### src/rtl/logic_rs_if.sv
// Dispatch, CDB snoop and result handshake bundle for the logic reservation station.
// Latency: none, wires only.
// Backpressure: disp_ready throttles dispatch; res_ready throttles result drain.
interface logic_rs_if #(
  parameter int TAG_W = 4,
  parameter int DW    = 64
);
  logic             disp_valid;
  logic             disp_ready;
  logic [2:0]       disp_op;
  logic [TAG_W-1:0] disp_dest;
  logic [DW-1:0]    disp_vj;
  logic [DW-1:0]    disp_vk;
  logic             disp_qj_v;
  logic             disp_qk_v;
  logic [TAG_W-1:0] disp_qj;
  logic [TAG_W-1:0] disp_qk;

  logic             cdb_valid;
  logic [TAG_W-1:0] cdb_tag;
  logic [DW-1:0]    cdb_data;

  logic             res_valid;
  logic [TAG_W-1:0] res_tag;
  logic [DW-1:0]    res_data;
  logic             res_ready;

  // Dispatcher / CDB / arbiter side
  modport master (
    output disp_valid, disp_op, disp_dest, disp_vj, disp_vk,
    output disp_qj_v, disp_qk_v, disp_qj, disp_qk,
    input  disp_ready,
    output cdb_valid, cdb_tag, cdb_data,
    input  res_valid, res_tag, res_data,
    output res_ready
  );

  // Reservation station side
  modport slave (
    input  disp_valid, disp_op, disp_dest, disp_vj, disp_vk,
    input  disp_qj_v, disp_qk_v, disp_qj, disp_qk,
    output disp_ready,
    input  cdb_valid, cdb_tag, cdb_data,
    output res_valid, res_tag, res_data,
    input  res_ready
  );
endinterface

### src/rtl/logic_rs.sv
// logic_unit: 64-bit bitwise function unit.
// Latency: combinational.
// Backpressure: none.
module logic_unit (
  input  logic [2:0]  op,
  input  logic [63:0] a,
  input  logic [63:0] b,
  output logic [63:0] y
);
  // Opcode decode: 0 AND, 1 OR, 2 XOR, 3 NOR, 4 NAND, 5 XNOR, 6 ANDN (a & ~b), 7 pass a
  always_comb begin
    y = '0;
    case (op)
      3'd0:    y = a & b;
      3'd1:    y = a | b;
      3'd2:    y = a ^ b;
      3'd3:    y = ~(a | b);
      3'd4:    y = ~(a & b);
      3'd5:    y = ~(a ^ b);
      3'd6:    y = a & ~b;
      default: y = a;
    endcase
  end
endmodule

// logic_rs: reservation station plus execute stage for the logic unit, snooping the CDB.
// Latency: dispatch with ready operands in cycle T gives res_valid in T+2; 1 op/cycle sustained.
// Backpressure: disp_ready low when all entries busy; result held while res_ready is low.
module logic_rs #(
  parameter int N_ENT = 4,
  parameter int TAG_W = 4,
  parameter int DW    = 64   // logic_unit is 64 bits wide; DW must stay 64
) (
  input  logic                    clk,
  input  logic                    rst_n,
  logic_rs_if.slave               rs,
  output logic [$clog2(N_ENT):0]  busy_cnt
);
  localparam int IDX_W = $clog2(N_ENT);
  localparam int CNT_W = IDX_W + 1;

  typedef struct packed {
    logic             busy;
    logic [2:0]       op;
    logic [TAG_W-1:0] dest;
    logic [DW-1:0]    vj;
    logic [DW-1:0]    vk;
    logic             qj_v;
    logic             qk_v;
    logic [TAG_W-1:0] qj;
    logic [TAG_W-1:0] qk;
  } ent_t;

  ent_t             ent_q [N_ENT];
  ent_t             new_ent;
  logic             free_hit;
  logic [IDX_W-1:0] free_idx;
  logic             iss_hit;
  logic [IDX_W-1:0] iss_idx;
  logic             disp_fire;
  logic             can_issue;
  logic             issue_fire;
  logic [63:0]      lu_y;
  logic             res_valid_q;
  logic [TAG_W-1:0] res_tag_q;
  logic [DW-1:0]    res_data_q;
  logic [CNT_W-1:0] cnt_q;

  // Lowest-index free entry and lowest-index ready entry, both from registered state only
  always_comb begin
    free_hit = 1'b0;
    free_idx = '0;
    iss_hit  = 1'b0;
    iss_idx  = '0;
    for (int i = N_ENT - 1; i >= 0; i--) begin
      if (!ent_q[i].busy) begin
        free_hit = 1'b1;
        free_idx = IDX_W'(i);
      end
      if (ent_q[i].busy && !ent_q[i].qj_v && !ent_q[i].qk_v) begin
        iss_hit = 1'b1;
        iss_idx = IDX_W'(i);
      end
    end
  end

  assign disp_fire  = rs.disp_valid && free_hit;
  assign can_issue  = !res_valid_q || rs.res_ready;
  assign issue_fire = iss_hit && can_issue;

  // New entry image, taking operands straight off the CDB when their tag is broadcast this cycle
  always_comb begin
    new_ent      = '0;
    new_ent.busy = 1'b1;
    new_ent.op   = rs.disp_op;
    new_ent.dest = rs.disp_dest;
    new_ent.vj   = rs.disp_vj;
    new_ent.vk   = rs.disp_vk;
    new_ent.qj_v = rs.disp_qj_v;
    new_ent.qk_v = rs.disp_qk_v;
    new_ent.qj   = rs.disp_qj;
    new_ent.qk   = rs.disp_qk;
    if (rs.disp_qj_v && rs.cdb_valid && (rs.disp_qj == rs.cdb_tag)) begin
      new_ent.vj   = rs.cdb_data;
      new_ent.qj_v = 1'b0;
    end
    if (rs.disp_qk_v && rs.cdb_valid && (rs.disp_qk == rs.cdb_tag)) begin
      new_ent.vk   = rs.cdb_data;
      new_ent.qk_v = 1'b0;
    end
  end

  logic_unit u_lu (
    .op (ent_q[iss_idx].op),
    .a  (ent_q[iss_idx].vj),
    .b  (ent_q[iss_idx].vk),
    .y  (lu_y)
  );

  // Entry state: free on issue, capture pending operands from the CDB, fill on dispatch
  always_ff @(posedge clk or negedge rst_n) begin
    if (!rst_n) begin
      for (int i = 0; i < N_ENT; i++) ent_q[i] <= '0;
    end else begin
      for (int i = 0; i < N_ENT; i++) begin
        if (issue_fire && (iss_idx == IDX_W'(i))) begin
          ent_q[i].busy <= 1'b0;
        end else if (ent_q[i].busy) begin
          if (rs.cdb_valid && ent_q[i].qj_v && (ent_q[i].qj == rs.cdb_tag)) begin
            ent_q[i].vj   <= rs.cdb_data;
            ent_q[i].qj_v <= 1'b0;
          end
          if (rs.cdb_valid && ent_q[i].qk_v && (ent_q[i].qk == rs.cdb_tag)) begin
            ent_q[i].vk   <= rs.cdb_data;
            ent_q[i].qk_v <= 1'b0;
          end
        end else if (disp_fire && (free_idx == IDX_W'(i))) begin
          ent_q[i] <= new_ent;
        end
      end
    end
  end

  // Result register: load on issue (back-to-back with an accept), otherwise drop on accept
  always_ff @(posedge clk or negedge rst_n) begin
    if (!rst_n) begin
      res_valid_q <= 1'b0;
      res_tag_q   <= '0;
      res_data_q  <= '0;
    end else if (issue_fire) begin
      res_valid_q <= 1'b1;
      res_tag_q   <= ent_q[iss_idx].dest;
      res_data_q  <= lu_y;
    end else if (rs.res_ready) begin
      res_valid_q <= 1'b0;
    end
  end

  // Occupancy count: dispatch adds one, issue removes one
  always_ff @(posedge clk or negedge rst_n) begin
    if (!rst_n) begin
      cnt_q <= '0;
    end else if (disp_fire && !issue_fire) begin
      cnt_q <= cnt_q + CNT_W'(1);
    end else if (!disp_fire && issue_fire) begin
      cnt_q <= cnt_q - CNT_W'(1);
    end
  end

  assign rs.disp_ready = free_hit;
  assign rs.res_valid  = res_valid_q;
  assign rs.res_tag    = res_tag_q;
  assign rs.res_data   = res_data_q;
  assign busy_cnt      = cnt_q;
endmodule

### src/flat_wrapper.sv
// flat-port wrapper written by rule: the top's interface ports become plain ports
module logic_rs_flat 
#(
  parameter int N_ENT = 4,
  parameter int TAG_W = 4,
  parameter int DW    = 64                                                 
)
  (clk, rst_n, busy_cnt, rs_disp_valid, rs_disp_op, rs_disp_dest, rs_disp_vj, rs_disp_vk, rs_disp_qj_v, rs_disp_qk_v, rs_disp_qj, rs_disp_qk, rs_disp_ready, rs_cdb_valid, rs_cdb_tag, rs_cdb_data, rs_res_valid, rs_res_tag, rs_res_data, rs_res_ready);
  logic_rs_if #(.TAG_W(TAG_W), .DW(DW)) rs_i ();
  input  logic clk;
  input  logic rst_n;
  output logic [$clog2(N_ENT):0] busy_cnt;
  input wire logic [$bits(rs_i.disp_valid)-1:0] rs_disp_valid;
  input wire logic [$bits(rs_i.disp_op)-1:0] rs_disp_op;
  input wire logic [$bits(rs_i.disp_dest)-1:0] rs_disp_dest;
  input wire logic [$bits(rs_i.disp_vj)-1:0] rs_disp_vj;
  input wire logic [$bits(rs_i.disp_vk)-1:0] rs_disp_vk;
  input wire logic [$bits(rs_i.disp_qj_v)-1:0] rs_disp_qj_v;
  input wire logic [$bits(rs_i.disp_qk_v)-1:0] rs_disp_qk_v;
  input wire logic [$bits(rs_i.disp_qj)-1:0] rs_disp_qj;
  input wire logic [$bits(rs_i.disp_qk)-1:0] rs_disp_qk;
  output wire logic [$bits(rs_i.disp_ready)-1:0] rs_disp_ready;
  input wire logic [$bits(rs_i.cdb_valid)-1:0] rs_cdb_valid;
  input wire logic [$bits(rs_i.cdb_tag)-1:0] rs_cdb_tag;
  input wire logic [$bits(rs_i.cdb_data)-1:0] rs_cdb_data;
  output wire logic [$bits(rs_i.res_valid)-1:0] rs_res_valid;
  output wire logic [$bits(rs_i.res_tag)-1:0] rs_res_tag;
  output wire logic [$bits(rs_i.res_data)-1:0] rs_res_data;
  input wire logic [$bits(rs_i.res_ready)-1:0] rs_res_ready;
  assign rs_i.disp_valid = rs_disp_valid;
  assign rs_i.disp_op = rs_disp_op;
  assign rs_i.disp_dest = rs_disp_dest;
  assign rs_i.disp_vj = rs_disp_vj;
  assign rs_i.disp_vk = rs_disp_vk;
  assign rs_i.disp_qj_v = rs_disp_qj_v;
  assign rs_i.disp_qk_v = rs_disp_qk_v;
  assign rs_i.disp_qj = rs_disp_qj;
  assign rs_i.disp_qk = rs_disp_qk;
  assign rs_disp_ready = rs_i.disp_ready;
  assign rs_i.cdb_valid = rs_cdb_valid;
  assign rs_i.cdb_tag = rs_cdb_tag;
  assign rs_i.cdb_data = rs_cdb_data;
  assign rs_res_valid = rs_i.res_valid;
  assign rs_res_tag = rs_i.res_tag;
  assign rs_res_data = rs_i.res_data;
  assign rs_i.res_ready = rs_res_ready;
  logic_rs #(.N_ENT(N_ENT), .TAG_W(TAG_W), .DW(DW)) u_core (.clk(clk), .rst_n(rst_n), .rs(rs_i), .busy_cnt(busy_cnt));
endmodule
### config.mk
export PLATFORM = sky130hd
export DESIGN_NAME = logic_rs_flat
export DESIGN_NICKNAME = d
export VERILOG_FILES = /design/src/rtl/logic_rs_if.sv /design/src/rtl/logic_rs.sv /design/src/flat_wrapper.sv
export SDC_FILE = /design/constraint.sdc
export NUM_CORES = 2
export LEC_CHECK = 0
export ABC_AREA = 1
export CORE_ASPECT_RATIO = 0.8
export CORE_MARGIN = 1.5
export CORE_UTILIZATION = 45
export DETAILED_ROUTE_END_ITERATION = 10
export GPL_TIMING_DRIVEN = 0
export PLACE_DENSITY = 0.63
export SYNTH_ARGS = -nofsm -noshare
export SYNTH_HDL_FRONTEND = slang
export SYNTH_SLANG_ARGS = --single-unit
### constraint.sdc
create_clock -name clk -period 4.3 [get_ports clk]
set_clock_uncertainty 0.05 [all_clocks]
set_input_delay 0.43 -clock clk [delete_from_list [all_inputs] [get_ports clk]]
set_output_delay 0.43 -clock clk [all_outputs]
set_load 0.005 [all_outputs]
==> results.txt <==
----------------------------------------------------
[Yosys]
  Synthesized instance count ... 6137
  Synthesized area divided by synthesized cell count ... 6.98 um2
  Multiplexer share of the synthesized area ... 0.0263%
  Synth Register Bits ... 656
  Sequential cell area fraction in the yosys report ... 38.3%
  Post-synth ARST share ... 100%
  Basic-gate share of the synthesized area counting and, or, nand and nor cells ... 23.9%
  Number of synthesized flops with an enable pin ... 0
  Most instantiated flip-flop cell in the synthesis netlist ... sky130_fd_sc_hd__dfrtp_1
  Cell area after technology mapping ... 0.0429 mm2
  Syn nets ... 6549
  XOR/XNOR Fraction of Synth Area ... 0.347%
  Synth Area in Compound Gates ... 18.8%
  Fraction of the mapped netlist area in adder cells ... 5.68%
  Main combinational cell family by area after synthesis ... simple AND/OR/NAND/NOR gates
  Ys Warns ... 0
  Library cells used by synthesis ... 39

[Clock tree]
  Latest clock arrival within the worst-skew pair ... 650 ps
  TritonCTS clock tree ... yes
  Clock sinks ... 656
  Inserted Clock Buffers ... 75
  Library cell used as clock root buffer ... sky130_fd_sc_hd__clkbuf_16
  H-tree levels ... 3
  CTS max path bufs ... 3
  Clk pin slew, worst setup/hold paths ... 70 ps

[Drt]
  Per-cell via count in the routed design ... 5.78
  DR vias ... 45100
  DRC violations left ... 0
  Remaining antenna violation count after routing ... 0
  Detailed Routing Iterations Pass 1 ... 8
  Wire length per cell ... 23.9 um
  Number of design-rule violations left by the first detailed-router iteration ... 5894
  Total Wirelength ... 187000 um

[Critical path]
  Critical path buffer and inverter count ... 4
  Most common cell on crit path ... sky130_fd_sc_hd__nand2_1
  Worst-path fanout max ... 10
  CP Capture Type ... flip-flop
  Worst endpoint required time ... 4770 ps
  Endpoint arrival time on the critical path ... 4790 ps
  Critical Setup Path Class ... reg2reg
  Series of cell instances along the critical path ... nand3_1, nand2_2, inv_2, buf_6, nand2_1, buf_2, buf_2, o21ai_1, nor3_1, ha_1, nand4_1, nand2_1, nor2_1, nand2_1, nand2_1, nand2_1
  Worst Setup Start Kind ... flip-flop
  CP max stage delay ... 1110 ps
  Highest-delay cell along the critical path ... sky130_fd_sc_hd__nor3_1
  Largest delay contributor family on the critical path ... simple AND/OR/NAND/NOR gates

[STA]
  Share of the clock period used by the worst path after layout ... 101%
  Clock period minus worst slack ... 4330 ps
  Final worst setup slack ... -25.4 ps
  Fin Hold WS ... 303 ps
  Final count of negative-setup-slack endpoints ... 5
  Pins over their slew limit ... 22
  Tightest Pin Transition ... 1580 ps
  Setup repair after global routing missed its margin ... true
  Peak clock frequency supported by timing ... 231 MHz
  Number of failing hold endpoints at the final stage ... 0
  Relative slew margins ... -5.62%

[GRT]
  Number of antenna violations at the first check in global routing ... 3
  Largest net degree at the start of global routing ... 125
  Overflow left after global routing ... 0
  Met1 usage in global routing ... 51.7%
  Peak-usage layer in the global routing report ... met2
  Global routing usage on met3 ... 16.6%
  Number of global-route vias before repair ... 42600
  GR met2 Demand/Resource ... 51.9%
  Wire length of the first global-routing pass ... 273000 um
  Combined global-route utilization of all metal layers ... 37.7%

[Cells and area]
  Signed area change from the synthesized netlist to the final layout ... 18.5%
  Filler Cells Inserted ... 9287
  Fin nets ... 6927
  Fraction of final layout cells with drive strength greater than 1 ... 6.71%

[Die]
  Core Rows ... 101
  Num ports ... 291
  Die X-Extent ... 348 um
  Overall die height ... 279 um
  Total core area ... 0.0947 mm2
  Die area ... 0.0971 mm2
  Initial core utilization ... 45.3%

[Placement]
  Final RePlAce weighted congestion ... 1.04
  Port bufs ... 288
  Half-perimeter wire length after placement ... 142000 um

[Flow run]
  Max Cap Viol ... 2

[Outcome]
  Result of the run ... finished with violations
  Failing checks ... max-capacitance violations, max-slew violations, negative setup slack

[Worst hold path]
  Hold Path Class ... in2async

----------------------------------------------------
-- final timing paths --
path	to	slack [ps]	depth (start not counted)	from
setup / recovery	u_core.rs.res_data[52]	-30	16	u_core.ent_q[437]
hold / removal	u_core.ent_q[211]	300	2	rst_n
setup reg to reg	u_core.rs.res_data[52]	-30	16	u_core.ent_q[437]
hold reg to reg	u_core.busy_cnt[2]	420	1	u_core.busy_cnt[2]
max in group asynchronous	u_core.rs.res_data[29]	1620	6	rst_n
min in group clk	u_core.ent_q[577]	370	3	rs_disp_dest[1]
-- registers in the layout, indices dropped and copies added (netlist names) --
| register | count |
|---|---|
| u_core.ent_q | 584 |
| u_core.busy_cnt | 3 |
| u_core.rs.res_tag | 4 |
| u_core.rs.res_valid | 1 |
| u_core.rs.res_data | 64 |
-- layout by cell type (no fill, tap or decap), drive strengths merged, types with 7 or more instances in the layout --
cell	n
nand2	1426
inv	971
o21ai	845
dfrtp	656
clkbuf	409
nand4	392
nor2	390
o22ai	335
clkdlybuf4s50	287
ha	193
buf	184
a21oi	119
a31oi	65
nor3	65
a221oi	65
or2	64
nand3	40
clkinv	14
xor2	9
xnor2	8
bufinv	8
a211oi	7
-- logic make-up after synthesis --
logic type / count (synthesis)
AO/OA/AOI/OAI: 1448
XOR/XNOR: 17
flip-flops: 656
AND/OR/NAND/NOR: 2379
multiplexers: 1
buffers and inverters: 1442
adder cells (fa/ha/maj): 194
-- cell usage after synthesis, types with 2 or more instances --
| cell | number | area [um2] |
|---|---|---|
| sky130_fd_sc_hd__a21oi_1 | 119 | 596 |
| sky130_fd_sc_hd__o22ai_1 | 335 | 2100 |
| sky130_fd_sc_hd__a41oi_1 | 3 | 26.3 |
| sky130_fd_sc_hd__nand3_1 | 38 | 190 |
| sky130_fd_sc_hd__inv_2 | 53 | 199 |
| sky130_fd_sc_hd__nand4_1 | 392 | 2450 |
| sky130_fd_sc_hd__clkbuf_1 | 302 | 1130 |
| sky130_fd_sc_hd__a211oi_1 | 7 | 52.6 |
| sky130_fd_sc_hd__buf_1 | 56 | 210 |
| sky130_fd_sc_hd__inv_1 | 914 | 3430 |
| sky130_fd_sc_hd__o211ai_1 | 4 | 30.0 |
| sky130_fd_sc_hd__a22oi_1 | 2 | 15.0 |
| sky130_fd_sc_hd__xor2_1 | 9 | 78.8 |
| sky130_fd_sc_hd__or2_2 | 64 | 400 |
| sky130_fd_sc_hd__xnor2_1 | 8 | 70.1 |
| sky130_fd_sc_hd__a221oi_1 | 65 | 569 |
| sky130_fd_sc_hd__buf_2 | 114 | 571 |
| sky130_fd_sc_hd__a31oi_1 | 65 | 407 |
| sky130_fd_sc_hd__nor3_1 | 65 | 325 |
| sky130_fd_sc_hd__nor2_1 | 389 | 1460 |
| sky130_fd_sc_hd__nand3_2 | 2 | 20.0 |
| sky130_fd_sc_hd__dfrtp_1 | 656 | 16400 |
| sky130_fd_sc_hd__clkinv_1 | 2 | 7.51 |
| sky130_fd_sc_hd__ha_1 | 193 | 2410 |
| sky130_fd_sc_hd__nand2_1 | 1424 | 5350 |
| sky130_fd_sc_hd__o21ai_0 | 406 | 2030 |
| sky130_fd_sc_hd__o21ai_1 | 438 | 2190 |
-- through the flow --
step	setup WS, ps	area (um2)	cells	TNS [ps]	utilization [%]
2_1_floorplan	1640	42900	6137	0	-
3_3_place_gp	-27470	47300	7661	-	50.0
3_5_place_dp	-573	47500	7673	-19810	50.2
4_1_cts	-22.5	50400	7808	-28.2	53.3
5_1_grt	-52.8	50800	7808	-89.6	53.7
6_report	-25.4	50800	7813	-60.3	53.7
-- layout make-up --
class / instances / area (um2) / area share [%]
clock buffer: 107 / 2180 / 4.29
tap: 1236 / 1550 / 3.04
clock inverter: 27 / 394 / 0.776
inverter: 969 / 3640 / 7.16
multi-input combinational: 4039 / 21600 / 42.5
antenna: 5 / 12.5 / 0.0246
sequential: 656 / 16400 / 32.3
buffer: 473 / 1940 / 3.81
timing repair buffer: 301 / 3110 / 6.12
-- metal layers --
layer | share of wire, % | wire, um
met4 | 3.9 | 7220
met3 | 15 | 28800
met1 | 41 | 76900
met5 | 0.092 | 172
met2 | 40 | 73800
-- repair_timing --
action | CTS | global route
resized for setup | 53 | 54
buffers inserted | 0 | 0
endpoints found under the setup margin | 60 | 48
hold endpoints to repair | 90 | 0
hold buffers | 1 | 0
pin swaps | 0 | 2
Power is left out: the tool's default activity adds up to more than one toggle a clock period on the data nets, which glitch-free logic cannot reach.
